## src/rtl/mstage_lsu.sv

```systemverilog
// mstage_lsu: memory-stage pipeline register and single-transaction load/store unit.
// Ports: s_valid/s_ready + *X inputs from execute; mem_req_*/mem_resp_* data bus;
// m_valid/m_ready + *M outputs and faultM toward writeback. TIMEOUT=0 disables the
// response timeout.
module mstage_lsu #(
  parameter int TIMEOUT = 256
) (
  input  logic        clk,
  input  logic        rst,
  input  logic        s_valid,
  output logic        s_ready,
  input  logic        mvalidX,
  input  logic        mwenX,
  input  logic [7:0]  mwmaskX,
  input  logic [2:0]  mrtypeX,
  input  logic [31:0] aluX,
  input  logic [31:0] src2X,
  input  logic [31:0] snpcX,
  input  logic [31:0] csrX,
  input  logic [2:0]  rdregsrcX,
  input  logic [4:0]  rdX,
  output logic        mem_req_valid,
  input  logic        mem_req_ready,
  output logic [31:0] mem_addr,
  output logic        mem_wen,
  output logic [31:0] mem_wdata,
  output logic [7:0]  mem_wmask,
  input  logic        mem_resp_valid,
  input  logic [31:0] mem_rdata,
  input  logic        mem_resp_err,
  output logic        m_valid,
  input  logic        m_ready,
  output logic [31:0] aluM,
  output logic [31:0] rdataM,
  output logic [31:0] snpcM,
  output logic [31:0] csrM,
  output logic [2:0]  rdregsrcM,
  output logic [4:0]  rdM,
  output logic        faultM
);
  typedef enum logic [1:0] {IDLE, REQ, RESP, FULL} state_t;
  state_t r_state, w_next;
  logic [31:0] r_alu, r_rdata, r_snpc, r_csr, r_src2, r_cnt, w_ext;
  logic [7:0]  r_mask, w_byte;
  logic [15:0] w_half;
  logic [2:0]  r_rtype, r_rdsrc;
  logic [4:0]  r_rd;
  logic        r_wen, r_fault, w_accept, w_resp, w_timeout;
  assign s_ready   = (r_state == IDLE) || (r_state == FULL && m_ready);
  assign w_accept  = s_valid && s_ready;
  assign w_resp    = (r_state == RESP) && mem_resp_valid;
  assign w_timeout = (TIMEOUT != 0) && (r_state == RESP) && (r_cnt == 32'(TIMEOUT - 1));
  always_ff @(posedge clk or posedge rst)
    if (rst) r_state <= IDLE;
    else     r_state <= w_next;
  always_comb begin
    w_next = w_accept ? (mvalidX ? REQ : FULL) :
             (r_state == FULL && m_ready)        ? IDLE :
             (r_state == REQ && mem_req_ready)   ? RESP :
             (w_resp || w_timeout)               ? FULL : r_state;
  end
  // byte lane from addr[1:0], halfword from addr[1]; misaligned halves are not trapped
  assign w_byte = 8'(mem_rdata >> {r_alu[1:0], 3'b000});
  assign w_half = r_alu[1] ? mem_rdata[31:16] : mem_rdata[15:0];
  assign w_ext  = (r_rtype == 3'd0) ? {{24{w_byte[7]}}, w_byte} :
                  (r_rtype == 3'd4) ? {24'b0, w_byte} :
                  (r_rtype == 3'd1) ? {{16{w_half[15]}}, w_half} :
                  (r_rtype == 3'd5) ? {16'b0, w_half} : mem_rdata;
  always_ff @(posedge clk or posedge rst) begin
    if (rst) begin
      r_alu   <= '0;
      r_rdata <= '0;
      r_snpc  <= '0;
      r_csr   <= '0;
      r_src2  <= '0;
      r_cnt   <= '0;
      r_mask  <= '0;
      r_rtype <= '0;
      r_rdsrc <= '0;
      r_rd    <= '0;
      r_wen   <= 1'b0;
      r_fault <= 1'b0;
    end else begin
      if (w_accept) begin
        r_alu   <= aluX;
        r_snpc  <= snpcX;
        r_csr   <= csrX;
        r_src2  <= src2X;
        r_mask  <= mwmaskX;
        r_rtype <= mrtypeX;
        r_rdsrc <= rdregsrcX;
        r_rd    <= rdX;
        r_wen   <= mwenX;
        r_rdata <= '0;
        r_fault <= 1'b0;
      end
      if (r_state == REQ && mem_req_ready) r_cnt <= '0;
      else if (r_state == RESP)            r_cnt <= r_cnt + 32'd1;
      // a response arriving in the timeout cycle takes priority
      if (w_resp) begin
        r_rdata <= (mem_resp_err || r_wen) ? 32'd0 : w_ext;
        r_fault <= mem_resp_err;
      end else if (w_timeout) begin
        r_rdata <= '0;
        r_fault <= 1'b1;
      end
    end
  end
  assign mem_req_valid = (r_state == REQ);
  assign m_valid       = (r_state == FULL);
  assign mem_addr      = r_alu;
  assign mem_wen       = r_wen;
  assign mem_wdata     = r_src2;
  assign mem_wmask     = r_mask;
  assign aluM          = r_alu;
  assign rdataM        = r_rdata;
  assign snpcM         = r_snpc;
  assign csrM          = r_csr;
  assign rdregsrcM     = r_rdsrc;
  assign rdM           = r_rd;
  assign faultM        = r_fault;
endmodule

```

## config.mk

```make
export PLATFORM = sky130hd
export DESIGN_NAME = mstage_lsu
export DESIGN_NICKNAME = d
export VERILOG_FILES = /design/src/rtl/mstage_lsu.sv
export SDC_FILE = /design/constraint.sdc
export NUM_CORES = 1
export LEC_CHECK = 0
export BUFFER_PORTS_ARGS = -buffer_cell sky130_fd_sc_hd__buf_2
export CORE_MARGIN = 5
export CORE_UTILIZATION = 45
export CTS_BUF_LIST = sky130_fd_sc_hd__clkbuf_8
export CTS_CLUSTER_DIAMETER = 60
export DETAILED_ROUTE_END_ITERATION = 10
export GPL_TIMING_DRIVEN = 1
export PLACE_DENSITY = 0.77
export SLEW_MARGIN = 20
export SYNTH_ARGS = -nofsm -noshare
export SYNTH_HDL_FRONTEND = slang
export SYNTH_SLANG_ARGS = --single-unit
export TNS_END_PERCENT = 10
```

## constraint.sdc

```tcl
create_clock -name clk -period 8.5 [get_ports clk]
set_input_delay 2.125 -clock clk [delete_from_list [all_inputs] [get_ports clk]]
set_output_delay 2.125 -clock clk [all_outputs]
set_load 0.02 [all_outputs]
```

# ---- Word level (Yosys, flattened, before mapping)
# Index checks and enable logic that the tools add are counted.
dict set report word_totals {
  register_bits 215
  output_inout_bits 213
  wordCells 54
}
dict set report op_classes {
  add_sub_neg 1
  eq_ne 7
  shifts 1
  mux 19
  reduce_logical 13
}
# cell count
set ops {}
lappend ops {{two-way mux 32 bit} 10}
lappend ops {{adder 32 x 1 -> 32 bit, second input constant} 1}
lappend ops {{== test 32 x 8 -> 1 bit, second input constant} 1}
lappend ops {{>> shifter 32 x 5 -> 8 bit} 1}
lappend ops {{two-way mux 16 bit} 1}
lappend ops {{two-way mux 2 bit} 5}
lappend ops {{== test 3 bit, second input constant} 2}
lappend ops {{logical AND 1 bit} 5}
lappend ops {{== test 2 bit, second input constant} 2}
lappend ops {{nonzero test 4 bit} 1}
lappend ops {{== test 3 x 1 -> 1 bit, second input constant} 1}
lappend ops {{logical NOT 3 bit} 1}
lappend ops {{logical OR 1 bit} 3}
lappend ops {{two-way mux 1 bit} 3}
lappend ops {{nonzero test 3 bit} 1}
lappend ops {{== test 2 x 1 -> 1 bit, second input constant} 1}
lappend ops {{logical NOT 2 bit} 1}
lappend ops {{nonzero test 2 bit} 1}

# ---- Logic depth before layout (Yosys ltp)
# Gate-level depths: netlist of the first run.
dict set report depth {
  word_depth 7
  mapped_depth 7
}

# ---- Worst setup path after synthesis of the first run
# OpenSTA, ideal clock, no wires.
dict set report synth_timing {
  path_kind {input to output}
  startpoint {input m_ready}
  endpoint {output s_ready}
  t_arrival_ps 2636
  required_time_ps 6375
  slack_ps 3739
  cell_stages 2
  n_path_buf 0
  cell_sequence {and3_1 or2_2}
}
dict set report synth_between {
  elab_chain_cells 2
}
# item line_no
set synth_rtl {}
lappend synth_rtl {{start: declaration} 32} ;# input logic m_ready,
lappend synth_rtl {{logical AND 1 bit} 49} ;# assign s_ready = (r_state == IDLE) || (r_state == FULL && m_ready);
lappend synth_rtl {{logical OR 1 bit} 49}
lappend synth_rtl {{end: declaration} 11} ;# output logic s_ready,
# No other way between the ends.

# ---- Worst setup path after layout of the first run
# Same ends and word-level chain as after synthesis.

==> results.sh, run 1 <==
export IMPL_outcome="completed"
export IMPL_row_count=53
export IMPL_switching_share=0.419
export IMPL_clk_pin_slew_ps=50
export IMPL_ys_async_sr_fraction=1.00
export IMPL_hold_viol=0
export IMPL_cts_buffers=39
export IMPL_cts_root_buf="clkbuf_8"
export IMPL_relSlewSlack=0.244
export IMPL_rsz0062_at_grt="false"
export IMPL_grt_pass1_vias=7939
export IMPL_remaining_drc_errors=0
export IMPL_place_gp_congestion=0.849
export IMPL_cts_resized=0
export IMPL_required_ps=6380
export IMPL_ctsHtreeMaxLevel=2
export IMPL_clockPowerShare=0.192
export IMPL_antenna_left=0
export IMPL_cap_violations=0
export IMPL_slowest_stage="or2_2"
export IMPL_fp_dieW_um=156
export IMPL_hold_path_class="reg2reg"
export IMPL_track_usage=0.221
export IMPL_die_y_um=156
export IMPL_drt_pass1_iterations=5
export IMPL_gr_total_overflow=0
export IMPL_crit_buf_inv=2
export IMPL_area_growth_pct=28.3
export IMPL_switchingPower_mw=2.08
export IMPL_post_cts_setup_buffers=0
export IMPL_clock_latency_ps=530
export IMPL_fin_skew_ps=26.1
export IMPL_crit_arrival_ps=2910
export IMPL_wl_um=27900
export IMPL_cp_start_kind="input port"
export IMPL_postLayoutCellArea_sq_um=12300
export IMPL_ios=401
export IMPL_synth_top_cell_by_area="dfrtp_1"
export IMPL_grt_pass1_wl_um=43500
export IMPL_post_route_period_util=0.592
export IMPL_die_area_sq_um=24400
export IMPL_cpMostUsedCell="buf_2"
export IMPL_cts_tree="yes"
export IMPL_syn_nets=955
export IMPL_yosysTopAreaCellShare=0.560
export IMPL_path_cells="buf_2 > and3_1 > or2_2 > buf_2"
export IMPL_ys_top_cells_by_area="dfrtp_1, mux2_2, buf_4"
export IMPL_p_int_mw=2.89
export IMPL_fin_nets=1321
export IMPL_path_delay_family="simple AND/OR/NAND/NOR gates"
export IMPL_dpl_cell_area_sq_um=11600
export IMPL_synth_most_common_cell="dfrtp_1"
export IMPL_viasPerCell=5.36
export IMPL_cts_sinks=215
export IMPL_cp_max_fo=2
export IMPL_path_class="in2out"
export IMPL_ys_types=56
export IMPL_layout_drive_gt1_share=0.536
export IMPL_p_leak_nw=6.13
export IMPL_end_kind="output pin"
export IMPL_vias=7695
export IMPL_fin_tns_setup_ps=0
export IMPL_synthCells=766
export IMPL_wl_per_cell_um=19.4
export IMPL_syn_area_sq_um=9620
export IMPL_ys_ff_latch=215
export IMPL_cts_hold_buf=0
export IMPL_synth_common_cells="dfrtp_1, mux2_2, nand3_1"
export IMPL_clock_path_buffers=3
export IMPL_synthFlopType="dfrtp_1"
export IMPL_coreArea_sq_um=21000
export IMPL_tightest_slew_ps=1130
export IMPL_synth_edf_count=0
export IMPL_max_freq_mhz=199
export IMPL_drt_iter0_drc=561
export IMPL_yosysWarningCount=0
export IMPL_period_needed_ps=5040
export IMPL_seq_area_frac_synth=0.560
export IMPL_power_density_nw_per_um2=403
export IMPL_post_synth_cell_area_avg_sq_um=12.6
export IMPL_irDropWorstVdd_mv=0.262
export IMPL_hpwl_um=19800
export IMPL_initial_utilization=0.457
export IMPL_grt_max_degree=182
export IMPL_p_comb_frac=0.449
export IMPL_slew_violations=0
export IMPL_finalSetupViolations=0
export IMPL_p_seq_frac=0.358
export IMPL_grt_antenna_before_repair=2
export IMPL_critPathMaxStageDelay_ps=310
export IMPL_port_buffers=400
-- layer usage --
layer	up-vias	track usage	wire, um
li1	3534	-	-
met1	3794	0.276	10700
met2	304	0.368	14100
met3	63	0.0685	2290
met4	0	0.0740	784
met5	-	0	0
-- path summary, 6_finish.rpt --
path                                   startpoint                         to  slack (ps)  cells past startpoint
max                                       m_ready                    s_ready        3460                      4
min                         r_cnt[31]$_DFFE_PP0P_      r_cnt[31]$_DFFE_PP0P_         480                      1
max reg2reg                r_state[1]$_DFFE_PP0P_  mem_wdata[12]$_DFFE_PP0P_        6050                      4
min reg2reg                 r_cnt[31]$_DFFE_PP0P_      r_cnt[31]$_DFFE_PP0P_         480                      1
max in group asynchronous                     rst        mem_wen$_DFFE_PP0P_        5370                      3
min in group asynchronous                     rst     r_state[0]$_DFFE_PP0P_        1810                      2
-- logic make-up after synthesis --
logic type | count (synthesis) | synth area share
multiplexers | 162 | 0.189
buffers and inverters | 84 | 0.0513
AO/OA/AOI/OAI | 127 | 0.0908
adder cells (fa/ha/maj) | 1 | 0.00130
flip-flops | 215 | 0.560
AND/OR/NAND/NOR | 176 | 0.107
XOR/XNOR | 1 | 0.000911
-- placed cells by master, fill, tap and decap left out, types with 14 or more instances in the layout --
master	netlist	routed
nand2b_1	18	18
o22ai_1	27	27
a31oi_1	14	14
buf_2	26	400
nand2_1	30	30
nand3_1	44	44
mux2_2	148	148
clkbuf_8	1	52
dfrtp_1	215	215
inv_1	4	15
o21ai_0	22	21
nor2b_1	18	18
-- power groups by stage --
stage | logic [mW] | clock network (mW) | registers (mW)
2_1_floorplan | 1.08 | 0 | 2.25
3_3_place_gp | 2.22 | 0 | 1.76
3_5_place_dp | 2.25 | 0 | 1.79
4_1_cts | 2.26 | 0.983 | 1.78
5_1_grt | 2.39 | 1.03 | 1.85
6_report | 2.24 | 0.956 | 1.78
-- registers in the layout, summed over array words and instances, names as in the netlist --
signal / count
rdM: 5
snpcM: 32
r_state: 2
faultM: 1
csrM: 32
mem_wmask: 8
aluM: 32
mem_wdata: 32
r_cnt: 32
rdataM: 32
mem_wen: 1
r_rtype: 3
rdregsrcM: 3
-- through the flow --
step | util | hold WS, ps | worst slack [ps] | instances | power (mW)
3_3_place_gp | 0.550 | 464 | 3470 | 1366 | 3.98
5_1_grt | 0.587 | 517 | 3430 | 1434 | 5.27
3_5_place_dp | 0.550 | 472 | 3470 | 1366 | 4.04
2_1_floorplan | - | 446 | 496 | 766 | 3.32
4_1_cts | 0.587 | 482 | 3460 | 1432 | 5.02
6_report | 0.587 | 481 | 3460 | 1435 | 4.98
-- worst reg2reg max path, delay by kind of cell (launching register included) --
family	cells	cell delay (ps)
and+or+nand+nor	1	300
muxes	1	780
buffers and inverters	1	530
DFF	1	550
AOI/OAI and AO/OA	1	180
-- cell type report --
type	instances	area [sq um]
Sequential cell	215	5380
Clock inverter	14	55.1
Antenna cell	3	7.51
Fill cell	1751	8680
Tap cell	275	344
Inverter	4	22.5
Multi-Input combinational cell	467	3760
Timing Repair Buffer	405	2060
Clock buffer	52	716
Note: power is estimated with default switching activity, not from simulation.
==> run 2, diff against run 1 <==
- ABC_AREA: unset -> 1
- PLACE_DENSITY: 0.77 -> 0.76
- clock period: 8.5 -> 5.1 ns (I/O delays scaled with it)
==> results.sh, run 2 <==
export IMPL_outcome="completed"
export IMPL_path_cells="buf_2 > nand3_2 > o21ai_2 > nand2_4 > inv_4 > buf_4 > nor2_1 > o21bai_1 > nand2_1 > nand2_1"
export IMPL_die_y_um=160
export IMPL_hold_path_class="reg2reg"
export IMPL_fp_dieW_um=160
export IMPL_post_synth_cell_area_avg_sq_um=7.89
export IMPL_end_kind="flip-flop"
export IMPL_holdWs_ps=472
export IMPL_yosysTopAreaCellShare=0.532
export IMPL_synth_most_common_cell="nand2_1"
export IMPL_critPathMaxStageDelay_ps=620
export IMPL_fin_nets=1828
export IMPL_die_area_sq_um=25600
export IMPL_slew_violations=0
export IMPL_wl_per_cell_um=15.7
export IMPL_fin_util=0.582
export IMPL_ctsHtreeMaxLevel=2
export IMPL_drt_iter0_drc=692
export IMPL_cts_sinks=215
export IMPL_max_freq_mhz=325
export IMPL_synth_edf_count=0
export IMPL_post_cts_setup_buffers=0
export IMPL_wl_um=30700
export IMPL_worstSetupStartpoint="m_ready"
export IMPL_pre_cts_slack_ps=1490
export IMPL_cpMostUsedCell="nand2_1"
export IMPL_cp_max_fo=79
export IMPL_layout_common_cells="nand2_1, buf_2, dfrtp_1, nor2_1, o21ai_0"
export IMPL_layout_drive_gt1_share=0.309
export IMPL_viasPerCell=4.89
export IMPL_cp_start_kind="input port"
export IMPL_finalSetupViolations=0
export IMPL_period_needed_ps=3080
export IMPL_seq_area_frac_synth=0.532
export IMPL_ios=401
export IMPL_grt_pass1_vias=9547
export IMPL_cts_root_buf="clkbuf_8"
export IMPL_antenna_left=0
export IMPL_place_gp_congestion=0.895
export IMPL_ys_ff_latch=215
export IMPL_fin_ws_ps=2020
export IMPL_crit_arrival_ps=3470
export IMPL_finalPower_mw=8.26
export IMPL_power_density_nw_per_um2=647
export IMPL_cts_buffers=38
export IMPL_relSlewSlack=0.259
export IMPL_ys_async_sr_fraction=1.00
export IMPL_initial_utilization=0.461
export IMPL_clock_latency_ps=510
export IMPL_hold_viol=0
export IMPL_p_leak_nw=7.46
export IMPL_grt_antenna_before_repair=4
export IMPL_r2r_end="r_state[1]$_DFFE_PP0P_"
export IMPL_cts_tree="yes"
export IMPL_ys_types=38
export IMPL_path_class="in2reg"
export IMPL_coreArea_sq_um=22000
export IMPL_area_growth_pct=26.3
export IMPL_fillerInstances=2066
export IMPL_post_route_period_util=0.603
export IMPL_syn_area_sq_um=10100
export IMPL_rsz0062_at_grt="false"
export IMPL_clock_path_buffers=3
export IMPL_crit_buf_inv=3
export IMPL_vias=9542
export IMPL_irDropWorstVdd_mv=0.366
export IMPL_fin_tns_setup_ps=0
export IMPL_port_buffers=400
export IMPL_r2r_slack_ps=2310
export IMPL_fin_skew_ps=26.0
export IMPL_row_count=54
export IMPL_track_usage=0.232
export IMPL_path_depth=10
export IMPL_remaining_drc_errors=0
export IMPL_final_common_cell="nand2_1"
export IMPL_reg2reg_from="r_state[1]$_DFFE_PP0P_"
export IMPL_grt_max_degree=115
export IMPL_cap_violations=0
export IMPL_drt_pass1_iterations=5
export IMPL_clk_pin_slew_ps=60
export IMPL_cts_resized=0
export IMPL_path_delay_family="buffers and inverters"
export IMPL_hpwl_um=22400
export IMPL_reg2reg_depth=9
export IMPL_synthFlopType="dfrtp_1"
export IMPL_grt_pass1_wl_um=49000
export IMPL_synthCells=1282
export IMPL_tightest_slew_ps=1110
export IMPL_endpoint="r_state[1]$_DFFE_PP0P_"
export IMPL_yosysWarningCount=0
export IMPL_synth_top_cell_by_area="dfrtp_1"
export IMPL_slowest_stage="buf_4"
export IMPL_gr_total_overflow=0
export IMPL_ys_top_cells_by_area="dfrtp_1, nand2_1, o21ai_0"
export IMPL_cts_hold_buf=0
export IMPL_syn_nets=1471
export IMPL_required_ps=5490
export IMPL_synth_common_cells="nand2_1, dfrtp_1, nor2_1"
run 2: cell types whose count changed in the layout (fill, tap and decap cells not counted), moves of 10 or more:
cell and delta:
mux2_2 -148, o22ai_1 -25, mux2i_1 -12, a21oi_1 +10
nor2_1 +70, inv_1 +55, nand2_2 +21, o21ai_0 +50
nand2b_1 -18, nor2b_1 -18, a31oi_1 -14, nand2_1 +587
run 2: layout make-up:
type / count / area [sq um] / share of cell area
flip-flops and latches: 215 / 5380 / 0.421
clock inverters: 17 / 125 / 0.00979
inverters: 67 / 263 / 0.0206
diodes: 2 / 5.00 / 0.000392
well taps: 280 / 350 / 0.0274
clock buffers: 52 / 716 / 0.0560
repair buffers: 407 / 2070 / 0.162
multi-input cells: 910 / 3870 / 0.303
run 2: layer usage:
metal | vias to the layer above | global-route usage | wire length, um
met2 | 430 | 0.386 | 14800
met5 | - | 0 | 22
li1 | 4666 | - | -
met4 | 6 | 0.101 | 1080
met3 | 78 | 0.0814 | 3090
met1 | 4362 | 0.274 | 11700
run 2: worst min-delay path by stage:
stage / startpoint / endpoint / cells after the start / slack [ps]
floorplan: r_cnt[4]$_DFFE_PP0P_ / r_cnt[4]$_DFFE_PP0P_ / 2 / 470
global placement: rdataM[6]$_DFFE_PP0P_ / rdataM[6]$_DFFE_PP0P_ / 2 / 450
detailed placement: csrM[24]$_DFFE_PP0P_ / csrM[24]$_DFFE_PP0P_ / 2 / 460
CTS: rdataM[30]$_DFFE_PP0P_ / rdataM[30]$_DFFE_PP0P_ / 2 / 480
global route: rdataM[30]$_DFFE_PP0P_ / rdataM[30]$_DFFE_PP0P_ / 2 / 490
finish: rdM[4]$_DFFE_PP0P_ / rdM[4]$_DFFE_PP0P_ / 2 / 470
run 2: stage by stage:
stage / instance area [sq um] / instances
6_report: 12800 / 1950
5_1_grt: 12800 / 1949
4_1_cts: 12800 / 1948
3_5_place_dp: 11900 / 1879
3_3_place_gp: 11900 / 1879
2_1_floorplan: 10100 / 1282
run 2: worst min-delay path, cell delays in order (launching register included):
cell	delay (ps)
dfrtp_1	340
nand2_1	50
nand2_1	50
run 2: logic make-up after synthesis:
| family | share of synthesized area |
|---|---|
| and+or+nand+nor | 0.327 |
| adders and majority gates | 0.00124 |
| muxes | 0.000989 |
| DFF | 0.532 |
| buffers and inverters | 0.0862 |
| AOI/OAI and AO/OA | 0.0533 |
run 2: power by group:
| group | internal [mW] | switching (mW) | total, mW |
|---|---|---|---|
| Combinational | 1.12 | 2.55 | 3.67 |
| Clock | 1.01 | 0.694 | 1.70 |
| Sequential | 2.39 | 0.500 | 2.89 |
